## src/rtl/hazard_stall_unit.sv

```systemverilog
// Pipeline hazard controller: load-use stalls, taken-branch flushes and
// whole-pipe freezes while a multi-cycle data-memory access completes.
//
// state    | meaning
// ---------+-----------------------------------------------------------
// RUN      | normal issue; stalls/flushes decided per cycle
// MEM_WAIT | data memory busy; pipe frozen until mem_ready
module hazard_stall_unit #(
  parameter int CNT_W   = 32,
  parameter int TIMEOUT = 64
) (
  input  logic             clk,
  input  logic             reset,
  input  logic [4:0]       ID_Rn,
  input  logic [4:0]       ID_Rm,
  input  logic             ID_uses_Rn,
  input  logic             ID_uses_Rm,
  input  logic             EX_MemRead,
  input  logic [4:0]       EX_Write_Reg,
  input  logic             branch_taken,
  input  logic             MEM_MemRead,
  input  logic             MEM_MemWrite,
  input  logic             mem_ready,
  output logic             PC_wr_en,
  output logic             IF_ID_wr_en,
  output logic             IF_ID_flush,
  output logic             ID_EX_bubble,
  output logic             pipe_freeze,
  output logic [CNT_W-1:0] stall_count,
  output logic [CNT_W-1:0] flush_count,
  output logic             mem_timeout
);

  typedef enum logic {RUN = 1'b0, MEM_WAIT = 1'b1} state_t;

  localparam int                WAIT_W   = $clog2(TIMEOUT + 1);
  localparam logic [WAIT_W-1:0] WAIT_MAX = WAIT_W'(TIMEOUT);

  state_t            state, state_nxt;
  logic [WAIT_W-1:0] wait_cnt, wait_nxt;
  logic              mem_pending;
  logic              load_use;

  assign mem_pending = (MEM_MemRead | MEM_MemWrite) & ~mem_ready;

  // XZR (r31) reads as zero, so a load targeting it can never create a hazard
  assign load_use = EX_MemRead && (EX_Write_Reg != 5'd31) &&
                    ((ID_uses_Rn && (ID_Rn == EX_Write_Reg)) ||
                     (ID_uses_Rm && (ID_Rm == EX_Write_Reg)));

  always_ff @(posedge clk or negedge reset) begin
    if (!reset) begin
      state       <= RUN;
      wait_cnt    <= '0;
      stall_count <= '0;
      flush_count <= '0;
      mem_timeout <= 1'b0;
    end else begin
      state    <= state_nxt;
      wait_cnt <= wait_nxt;
      if (!PC_wr_en && (stall_count != '1))
        stall_count <= stall_count + 1'b1;
      if (IF_ID_flush && (flush_count != '1))
        flush_count <= flush_count + 1'b1;
      if ((state_nxt == MEM_WAIT) && (wait_nxt >= WAIT_MAX))
        mem_timeout <= 1'b1;
    end
  end

  always_comb begin
    state_nxt = state;
    wait_nxt  = wait_cnt;
    case (state)
      RUN: begin
        if (mem_pending) begin
          state_nxt = MEM_WAIT;
          wait_nxt  = WAIT_W'(1);
        end
      end
      MEM_WAIT: begin
        if (mem_ready)
          state_nxt = RUN;
        else if (wait_cnt != WAIT_MAX)
          wait_nxt = wait_cnt + 1'b1;
      end
      default: state_nxt = RUN;
    endcase
  end

  // Outputs stay at their pass-through values while reset is held low
  always_comb begin
    PC_wr_en     = 1'b1;
    IF_ID_wr_en  = 1'b1;
    IF_ID_flush  = 1'b0;
    ID_EX_bubble = 1'b0;
    pipe_freeze  = 1'b0;
    if (reset) begin
      case (state)
        RUN: begin
          if (mem_pending) begin
            pipe_freeze = 1'b1;
            PC_wr_en    = 1'b0;
            IF_ID_wr_en = 1'b0;
          end else if (load_use) begin
            PC_wr_en     = 1'b0;
            IF_ID_wr_en  = 1'b0;
            ID_EX_bubble = 1'b1;
          end else if (branch_taken) begin
            IF_ID_flush = 1'b1;
          end
        end
        MEM_WAIT: begin
          pipe_freeze = 1'b1;
          PC_wr_en    = 1'b0;
          IF_ID_wr_en = 1'b0;
        end
        default: ;
      endcase
    end
  end

endmodule
```

## config.mk

```make
export PLATFORM = sky130hd
export DESIGN_NAME = hazard_stall_unit
export DESIGN_NICKNAME = d
export VERILOG_FILES = /design/src/rtl/hazard_stall_unit.sv
export SDC_FILE = /design/constraint.sdc
export NUM_CORES = 1
export LEC_CHECK = 0
export CAP_MARGIN = 20
export CELL_PAD_IN_SITES_DETAIL_PLACEMENT = 1
export CELL_PAD_IN_SITES_GLOBAL_PLACEMENT = 2
export CORE_ASPECT_RATIO = 1.4
export CORE_MARGIN = 1.5
export CORE_UTILIZATION = 30
export DETAILED_ROUTE_END_ITERATION = 6
export HOLD_SLACK_MARGIN = 0.15
export PLACE_DENSITY_LB_ADDON = 0.1
export REMOVE_ABC_BUFFERS = 1
export SETUP_SLACK_MARGIN = 0.5
export SYNTH_ARGS = -nofsm -noshare
export SYNTH_HDL_FRONTEND = slang
export SYNTH_SLANG_ARGS = --single-unit
```

## constraint.sdc

```tcl
create_clock -name clk -period 6.1 [get_ports clk]
set_input_delay 1.22 -clock clk [delete_from_list [all_inputs] [get_ports clk]]
set_output_delay 1.22 -clock clk [all_outputs]
set_load 0.005 [all_outputs]
```

==> summary.md, run 1 <==
| Metric | Value |
|---|---|
| H-tree Lvls | 3 |
| Compound-Gate Fraction of Synth Area | 3.23% |
| Port bufs | 93 |
| Hold crit path type | register to register |
| Synth Area in XOR/XNOR | 16.2% |
| Worst Hold Launch | stall_count[19]$_DFFE_PN0P_ |
| Worst-Margin Slew | 0.706 ns |
| Clk_lat worst skew | 0.33 ns |
| Leakage | 2.17 nW |
| CTS tree | built |
| First-pass GRT wire length | 17500 um |
| Die X | 100 um |
| Core area | 0.0129 sq mm |
| DR DRC count | 0 |
| Yosys reg bits | 73 |
| Post-CTS Setup Bufs | 0 |
| DRT Pass-1 Iters | 5 |
| PD cells | 255 mW/mm^2 |
| DRT antenna net count | 0 |
| Hold buffer count at CTS | 0 |
| Via count | 3200 |
| Setup TNS | 0 ns |
| Most frequent CP cell | clkdlybuf4s50_1 |
| CP Max Fanout | 3 |
| Simple-gate area share of the yosys netlist | 29.6% |
| Max Root-Sink Buffers | 2 |
| Power Total | 1.36 mW |
| Syn Area/Cell | 10.5 sq um |
| RSZ-0062 raised after global routing | false |
| Tot GR Track Use | 15.8% |
| Post-CTS Resized | 0 |
| Cell count after synthesis | 376 |
| Vias in the first global route | 3385 |
| Pins Over Slew Limit | 0 |
| Crit share post-route | 72.8% |
| Vias/cell | 5.10 |
| N_diodes | 0 |
| Number of synthesized flops with an enable pin | 0 |
| CP max-delay cell | clkdlybuf4s50_1 |
| Largest family of logic cells by synthesized area | simple AND/OR/NAND/NOR gates |
| DRT Wirelength | 10400 um |
| Routed len/inst | 16.7 um |
| CP startpoint kind | input port |
| Initial antenna violation count | 0 |
| CP peak stage delay | 0.55 ns |
| GP Congestion | 0.804 |
| Mux share of post-synthesis cell area | 0.570% |
| Kind of critical path | input port to output pin |
| Worst-path clk slew | 0.06 ns |
| Rows | 49 |
| CP arrival | 3.22 ns |
| Commonest non-fill, non-tap cell in the layout | clkdlybuf4s50_1 |
| Syn-to-layout area delta | 35.3% |
| Max Clock Freq | 0.225 GHz |
| Synthesized cell area | 0.00395 sq mm |
| DP HPWL | 7560 um |
| Distinct cell type count of the synthesized netlist | 46 |
| Worst flop-to-flop path startpoint | stall_count[0]$_DFFE_PN0P_ |
| Slew headroom | 52.3% |
| Critical path, cell by cell | clkdlybuf4s50_1 -> xnor2_1 -> nand4_1 -> o22ai_1 -> a31o_2 -> inv_1 -> clkdlybuf4s50_1 |
| Final min period | 4.44 ns |
| Layout cells sized above 1 | 9.28% |
| GR Overflow Total | 0 |
| Commonest non-fill, non-tap cells in the layout | clkdlybuf4s50_1 (92), dfrtp_1 (73), xnor2_1 (71) |
| Clock Skews | 0.00856 ns |
| Non-filler instance count after layout | 627 |
| Seq/Total Area, Yosys | 46.2% |
| Final setup viols | 0 |
| Fin Hold WS | 0.497 ns |
| I/O pins | 94 |
| Crit end category | output pin |
| Adder-Cell Fraction of Synth Area | 1.27% |
| # nets final | 498 |
| Largest net degree at the start of global routing | 44 |
| Total clock sinks | 73 |
| DP Cell Count | 612 |
| Die Y | 139 um |
| # Max-Cap Violations | 0 |
| Final Hold Viols | 0 |
| Primary FF master, synth | dfrtp_1 |
| Required @ worst endpoint | 4.88 ns |
| Die Area | 0.0139 sq mm |
| Status | complete, no violations |
| Initial Util | 30.7% |
| FFs w/ async S/R, synth | 100% |
| Peak supply drop | 0.129 mV |
| CTS Buf Count | 9 |
| Yosys warnings | 0 |
| Crit path launch | EX_Write_Reg[1] |
| Clock tree root buffer cell | clkbuf_16 |
| DRT iter0 DRCs | 95 |
-- per-stage QoR --
step	setup WS (ns)	util, %	instance area (sq um)
final	1.66	41.5	5340
after global routing	1.51	41.5	5340
after CTS	1.63	41.5	5340
after detailed placement	1.64	38.9	5010
after global placement	1.63	38.9	5010
after floorplan	2.26	-	3860
-- cell families after synthesis --
| logic type | count (synthesis) |
|---|---|
| AOI/OAI and AO/OA | 19 |
| xor gates and xnor gates | 73 |
| adders and majority gates | 4 |
| buffers and inverters | 20 |
| DFF | 73 |
| muxes | 2 |
| and+or+nand+nor | 185 |
-- routing by layer --
metal	vias to the layer above	GRT usage, %	share of wire (%)
li1	1520	-	-
met1	1608	20.2	45
met2	61	26.5	51
met3	11	3.07	2.9
met4	0	5.63	1.4
met5	-	0	0
-- Yosys cell counts (all sizes together), types with 5 or more instances --
cell type	number	area share, %
dfrtp	73	46
xnor2	71	16
nand3	40	6.8
nand4	36	6.1
nand2	30	2.9
and3	25	4.1
buf	14	2.4
nor2	13	1.6
nor3	9	1.4
and2	7	1.1
inv	6	0.57
nand2b	6	1.1
o21ai	6	0.76
and4	5	1.1
nor2b	5	0.79
-- area by class of cell --
type                       count  area (sq um)
fill                        1459          7530
multi-input combinational    283          2010
sequential                    73          1830
timing repair buffer          97           958
clock buffer                  11           253
tap                          153           191
clock inverter                 4          76.3
inverter                       6          22.5
-- where the power goes --
part,internal (mW),switching [mW]
logic,0.122,0.0858
clock network,0.379,0.200
registers,0.524,0.0510
-- flip-flops by register name (all words and copies together) (netlist names), named ones only --
signal	count
wait_cnt	4
mem_timeout	1
flush_count	32
stall_count	32
state	1
-- path summary, 6_finish.rpt --
check,end,slack (ns),cells after the start
worst max-delay path,IF_ID_wr_en,1.66,7
worst min-delay path,stall_count[19]$_DFFE_PN0P_,0.50,1
worst max register to register,stall_count[1]$_DFFE_PN0P_,3.40,7
worst min register to register,stall_count[19]$_DFFE_PN0P_,0.50,1
max in group asynchronous,flush_count[8]$_DFFE_PN0P_,4.28,2
min in group asynchronous,flush_count[17]$_DFFE_PN0P_,0.84,1
-- critical path: cells and delay by family --
| family | cells | cell delay (ns) |
|---|---|---|
| AOI/OAI and AO/OA | 2 | 0.71 |
| and+or+nand+nor | 1 | 0.10 |
| xor gates and xnor gates | 1 | 0.13 |
| buffers and inverters | 3 | 1.05 |
No activity file was read; power rests on OpenSTA's default activity.
==> inputs of run 2 (changes only) <==
==> constraint.sdc (replaced) <==
create_clock -name clk -period 4.3 [get_ports clk]
set_input_delay 0.86 -clock clk [delete_from_list [all_inputs] [get_ports clk]]
set_output_delay 0.86 -clock clk [all_outputs]
set_load 0.005 [all_outputs]
==> run 2 against run 1 <==
Die area unchanged. Largest cell class unchanged. Sequential cell count unchanged. Combinational power increased by 42%. Final area decreased by 0.28%. Register-to-register slack got worse by 1.6 ns. Clock-buffer cell count decreased by 1.
==> summary.md, run 2 (synthesized netlist as in run 1, its figures left out) <==
| Metric | Value |
|---|---|
| Status | complete, no violations |
| Area of the multi-input gates | 0.00202 sq mm (+0.37%) |
| DR DRC count | 0 (unchanged) |
| Initial Util | 30.7% (unchanged) |
| GR Overflow Total | 0 (unchanged) |
| GP Congestion | 0.802 (-0.16%) |
| Total clock sinks | 73 (unchanged) |
| Die X | 100 um (unchanged) |
| Setup TNS | 0 ns (unchanged) |
| Required @ worst endpoint | 3.44 ns (-1.44 ns) |
| CP peak stage delay | 0.57 ns (+0.02 ns) |
| Crit end category | output pin |
| # nets final | 498 (unchanged) |
| Clock tree root buffer cell | clkbuf_16 |
| Vias in the first global route | 3370 (-0.44%) |
| H-tree Lvls | 3 (unchanged) |
| Max Root-Sink Buffers | 2 (unchanged) |
| Top flop regs | flush_count x32, stall_count x32, wait_cnt x4 |
| Post-CTS Setup Bufs | 0 (unchanged) |
| Kind of critical path | input port to output pin |
| Fin Hold WS | 0.455 ns (-0.0425 ns) |
| DP HPWL | 7550 um (-0.15%) |
| CTS tree | built |
| Leakage | 2.16 nW (-0.59%) |
| # Max-Cap Violations | 0 (unchanged) |
| Initial antenna violation count | 0 (unchanged) |
| Family with the most delay on the worst path | buffers and inverters |
| Worst-Margin Slew | 0.766 ns (+0.0597 ns) |
| CP Max Fanout | 6 (+3) |
| Fillers | 1439 (-1.4%) |
| Slew headroom | 48.3% (-4.0 points) |
| R2R Setup Slk | 1.82 ns (-1.58 ns) |
| Commonest non-fill, non-tap cell in the layout | clkdlybuf4s50_1 |
| Commonest non-fill, non-tap cells in the layout | clkdlybuf4s50_1 (92), dfrtp_1 (73), xnor2_1 (71) |
| Die Area | 0.0139 sq mm (unchanged) |
| DRT Pass-1 Iters | 4 (-1) |
| Core area | 0.0129 sq mm (unchanged) |
| CP max-delay cell | clkdlybuf4s50_1 |
| Crit share post-route | 84.8% |
| Port bufs | 93 (unchanged) |
| CTS Buf Count | 9 (unchanged) |
| Post-route setup slack | 0.652 ns (-1.01 ns) |
| Clock Skews | 0.00649 ns (-0.00206 ns) |
| N_diodes | 0 (unchanged) |
| CP arrival | 2.79 ns (-0.43 ns) |
| RSZ-0062 raised after global routing | false |
| Tot GR Track Use | 16.3% (+0.47 points) |
| Syn-to-layout area delta | 34.9% |
| Rows | 49 (unchanged) |
| Combined buffer and inverter count along the critical path | 3 (unchanged) |
| Final min period | 3.65 ns |
| Final setup viols | 0 (unchanged) |
| Post-route cell area | 0.00533 sq mm (-0.28%) |
| DRT iter0 DRCs | 79 (-17%) |
| Routed len/inst | 16.8 um (+1.0%) |
| Pins Over Slew Limit | 0 (unchanged) |
| Register area | 0.00183 sq mm (unchanged) |
| I/O pins | 94 (unchanged) |
| Die Y | 139 um (unchanged) |
| Worst-path clk slew | 0.06 ns (about the same) |
| Placed cell areas | 0.00501 sq mm (unchanged) |
| Critical path, cell by cell | clkdlybuf4s50_1 -> o21bai_1 -> and2b_2 -> nor2b_1 -> a31o_2 -> inv_1 -> clkdlybuf4s50_1 |
| Via count | 3202 (+0.063%) |
| DRT Wirelength | 10600 um (+1.2%) |
| Final Hold Viols | 0 (unchanged) |
| DRT antenna net count | 0 (unchanged) |
| First-pass GRT wire length | 17900 um (+2.3%) |
| PD cells | 352 mW/mm^2 (+38%) |
| Clk_lat worst skew | 0.33 ns (about the same) |
| Max Clock Freq | 0.274 GHz |
| Vias/cell | 5.10 (about the same) |
| Layout cells sized above 1 | 9.89% (+0.61 points) |
| Peak supply drop | 0.183 mV (+42%) |
| CP startpoint kind | input port |
| Hold crit path type | input port to asynchronous set/reset pin |
| Worst slack at placement | 0.543 ns (-1.09 ns) |
| Largest net degree at the start of global routing | 50 (+14%) |
| Most frequent CP cell | clkdlybuf4s50_1 |
## run 2: cell types whose count changed in the layout (fill, tap and decap cells not counted), sizes merged
cell,change
clkbuf,-1
clkinv,+2
clkinvlp,+1
bufinv,-1
## run 2: layout make-up
| cell class | count | share of cell area, % |
|---|---|---|
| flip-flops and latches | 73 | 34.3 |
| well taps | 153 | 3.59 |
| clock inverters | 6 | 1.27 |
| multi-input cells | 283 | 38.0 |
| repair buffers | 97 | 18.0 |
| inverters | 6 | 0.423 |
| clock buffers | 10 | 4.49 |
## run 2: per-stage QoR
stage | util, % | total power, mW | std cells
2_1_floorplan | - | 0.941 | 362
3_3_place_gp | 38.9 | 1.12 | 612
3_5_place_dp | 38.9 | 1.13 | 612
4_1_cts | 41.3 | 1.91 | 628
5_1_grt | 41.4 | 1.98 | 628
6_report | 41.4 | 1.88 | 628
## run 2: worst reg2reg max path: stages (launching register included)
cell and delay, ns:
dfrtp_1 0.39, ha_1 0.21, nand4_1 0.24, nor3_4 0.40
and3_4 0.31, nand2b_4 0.24, nand2_1 0.22, mux2_1 0.33
## run 2: per-layer routing
metal / global-route usage [%] / wire length, um / part of all wire (%) / up-vias
li1: - / - / - / 1521
met1: 20.5 / 4660 / 44 / 1613
met2: 27.7 / 5430 / 51 / 58
met3: 3.48 / 327 / 3.1 / 10
met4: 5.26 / 149 / 1.4 / 0
met5: 0 / 0 / 0 / -
## run 2: final timing paths
kind | from | depth (start not counted) | endpoint
worst max-delay path | mem_ready | 7 | IF_ID_wr_en
min in group clk | mem_timeout$_DFFE_PN0P_ | 1 | mem_timeout$_DFFE_PN0P_
worst min register to register | mem_timeout$_DFFE_PN0P_ | 1 | mem_timeout$_DFFE_PN0P_
worst max register to register | flush_count[0]$_DFFE_PN0P_ | 7 | flush_count[1]$_DFFE_PN0P_
max in group asynchronous | reset | 2 | flush_count[14]$_DFFE_PN0P_
worst min-delay path | reset | 1 | state$_DFF_PN0_
## run 2: report_power, final
part / switching, mW / total (mW) / leakage [nW] / internal (mW)
registers: 0.0735 / 0.816 / 0.996 / 0.743
logic: 0.122 / 0.295 / 1.02 / 0.173
clock network: 0.301 / 0.767 / 0.145 / 0.466
## run 2: repair_timing
item	4_1_cts	5_1_grt
resized for setup	0	2
setup endpoints to repair	0	4
hold buffers	0	0
==> inputs of run 3 (changes only) <==
--- a/config.mk
+++ b/config.mk
@@ -10,7 +10,7 @@
 export CELL_PAD_IN_SITES_GLOBAL_PLACEMENT = 2
 export CORE_ASPECT_RATIO = 1.4
 export CORE_MARGIN = 1.5
-export CORE_UTILIZATION = 30
+export CORE_UTILIZATION = 28
 export DETAILED_ROUTE_END_ITERATION = 6
 export HOLD_SLACK_MARGIN = 0.15
 export PLACE_DENSITY_LB_ADDON = 0.1
==> constraint.sdc (replaced) <==
create_clock -name clk -period 3.35 [get_ports clk]
set_input_delay 0.67 -clock clk [delete_from_list [all_inputs] [get_ports clk]]
set_output_delay 0.67 -clock clk [all_outputs]
set_load 0.005 [all_outputs]
==> run 3 against run 2 <==
Final area rose by 3.1%. Die area increased by 7.0%. First-iteration DRC count increased by 3.8%. Non-clock buffer count is 10 higher. Clock skew up 0.0062 ns. Register-to-register slack got worse by 0.94 ns. Critical path depth grew 1. Power up 32%.
==> summary.md, run 3 (synthesized netlist as in run 1, its figures left out) <==
| Metric | Value |
|---|---|
| Status | complete, no violations |
| CP startpoint kind | input port |
| RSZ-0062 raised after global routing | false |
| PD cells | 450 mW/mm^2 (+28%) |
| R2R Setup Slk | 0.88 ns (-0.94 ns) |
| Clk_lat worst skew | 0.33 ns (about the same) |
| Final min period | 2.77 ns |
| Non-filler instance count after layout | 669 (+6.5%) |
| Layout cells sized above 1 | 12.2% (+2.3 points) |
| Vias/cell | 4.84 (-5.2%) |
| Die X | 103 um (+3.4%) |
| Die Y | 144 um (+3.4%) |
| GP Congestion | 0.758 (-5.5%) |
| Fin Hold WS | 0.467 ns (+0.0121 ns) |
| Final Hold Viols | 0 (unchanged) |
| Final Core Density | 39.7% (-1.7 points) |
| Max Clock Freq | 0.361 GHz |
| WHS Endpoint | mem_timeout$_DFFE_PN0P_ |
| Required @ worst endpoint | 2.68 ns (-0.76 ns) |
| Tot GR Track Use | 15.3% (-1.1 points) |
| DP Cell Count | 649 (+6.0%) |
| CP arrival | 2.10 ns (-0.69 ns) |
| CTS Buf Count | 9 (unchanged) |
| DR DRC count | 0 (unchanged) |
| Total clock sinks | 73 (unchanged) |
| Peak supply drop | 0.290 mV (+58%) |
| Hold crit path type | register to register |
| # nets final | 508 (+2.0%) |
| Setup TNS | 0 ns (unchanged) |
| Worst slack at placement | 0.0269 ns (-0.516 ns) |
| Initial antenna violation count | 0 (unchanged) |
| Slew headroom | 37.2% (-11 points) |
| Max Root-Sink Buffers | 2 (unchanged) |
| Worst Hold Launch | mem_timeout$_DFFE_PN0P_ |
| # Max-Cap Violations | 0 (unchanged) |
| CP Max Fanout | 2 (-4) |
| Kind of critical path | input port to output pin |
| CTS tree | built |
| Largest net degree at the start of global routing | 71 (+42%) |
| Die Area | 0.0148 sq mm (+7.0%) |
| Clock Skews | 0.0126 ns (+0.00616 ns) |
| N_diodes | 0 (unchanged) |
| Final setup viols | 0 (unchanged) |
| GR Overflow Total | 0 (unchanged) |
| Worst-Margin Slew | 0.941 ns (+0.176 ns) |
| Worst-path clk slew | 0.06 ns (about the same) |
| Rows | 51 (+4.1%) |
| Via count | 3235 (+1.0%) |
| H-tree Lvls | 3 (unchanged) |
| Crit share post-route | 82.7% |
| Placed cell areas | 0.00509 sq mm (+1.5%) |
| Vias in the first global route | 3467 (+2.9%) |
| Pins Over Slew Limit | 0 (unchanged) |
| Crit end category | output pin |
| Commonest non-fill, non-tap cells in the layout | dfrtp_1 (73), clkdlybuf4s50_1 (73), xnor2_1 (71) |
| Post-route setup slack | 0.581 ns (-0.0710 ns) |
| DP HPWL | 7520 um (-0.29%) |
| Leakage | 2.32 nW (+7.5%) |
| I/O pins | 94 (unchanged) |
| First-pass GRT wire length | 17500 um (-2.1%) |
| Core area | 0.0138 sq mm (+7.6%) |
| Power Total | 2.48 mW (+32%) |
| DRT Wirelength | 10700 um (+1.3%) |
| Hold depth | 1 |
| DRT antenna net count | 0 (unchanged) |
| Worst flop-to-flop path startpoint | flush_count[0]$_DFFE_PN0P_ |
| Post-route cell area | 0.00549 sq mm (+3.1%) |
| Syn-to-layout area delta | 39.1% |
| Port bufs | 93 (unchanged) |
| Worst r2r dst | flush_count[1]$_DFFE_PN0P_ |
| Clock tree root buffer cell | clkbuf_16 |
| Top flop regs | flush_count x32, stall_count x32, wait_cnt x4 |
| DRT iter0 DRCs | 82 (+3.8%) |
| Routed len/inst | 16.0 um (-4.9%) |
| Initial Util | 28.5% (-2.2 points) |
| DRT Pass-1 Iters | 4 (unchanged) |
| Worst reg2reg path depth | 7 (unchanged) |
run 3: final cells by class:
| type | instances | area, sq um |
|---|---|---|
| sequential | 73 | 1830 |
| clock inverter | 5 | 80.1 |
| multi-input combinational | 283 | 2050 |
| tap | 185 | 231 |
| fill | 1566 | 8350 |
| timing repair buffer | 107 | 1050 |
| inverter | 6 | 22.5 |
| clock buffer | 10 | 239 |
run 3: worst max path at each step:
stage,endpoint,startpoint,depth (start not counted)
after floorplan,flush_count[1]$_DFFE_PN0P_,MEM_MemWrite,6
after global placement,IF_ID_wr_en,EX_Write_Reg[4],7
after detailed placement,IF_ID_wr_en,EX_Write_Reg[4],7
after CTS,IF_ID_wr_en,ID_Rm[4],8
after global routing,PC_wr_en,EX_Write_Reg[4],8
final,IF_ID_flush,ID_Rn[2],8
run 3: worst max-delay path, stage by stage:
cell	delay [ns]
clkdlybuf4s50_1	0.42
xnor2_1	0.13
nand2_1	0.10
o22ai_2	0.08
buf_4	0.14
buf_4	0.13
a21oi_4	0.16
dlygate4sd2_1	0.26
run 3: power by group:
group	switching, mW	leakage [nW]	internal, mW
Sequential	0.0915	0.996	0.954
Clock	0.371	0.151	0.667
Combinational	0.167	1.18	0.225
Total	0.629	2.32	1.85
run 3: layer usage:
layer,vias to the layer above,GRT usage (%),wire length [um]
met3,10,3.99,612
met4,0,4.05,110
met1,1618,18.4,4650
met5,-,0,0
met2,72,26.6,5330
li1,1535,-,-
run 3: what timing repair did:
| action | CTS | global route |
|---|---|---|
| resized for setup | 16 | 12 |
| setup buffers | 3 | 1 |
| endpoints found under the hold margin | 3 | 0 |
| hold buffers | 1 | 0 |
| endpoints found under the setup margin | 5 | 2 |
| pin swaps | 4 | 12 |
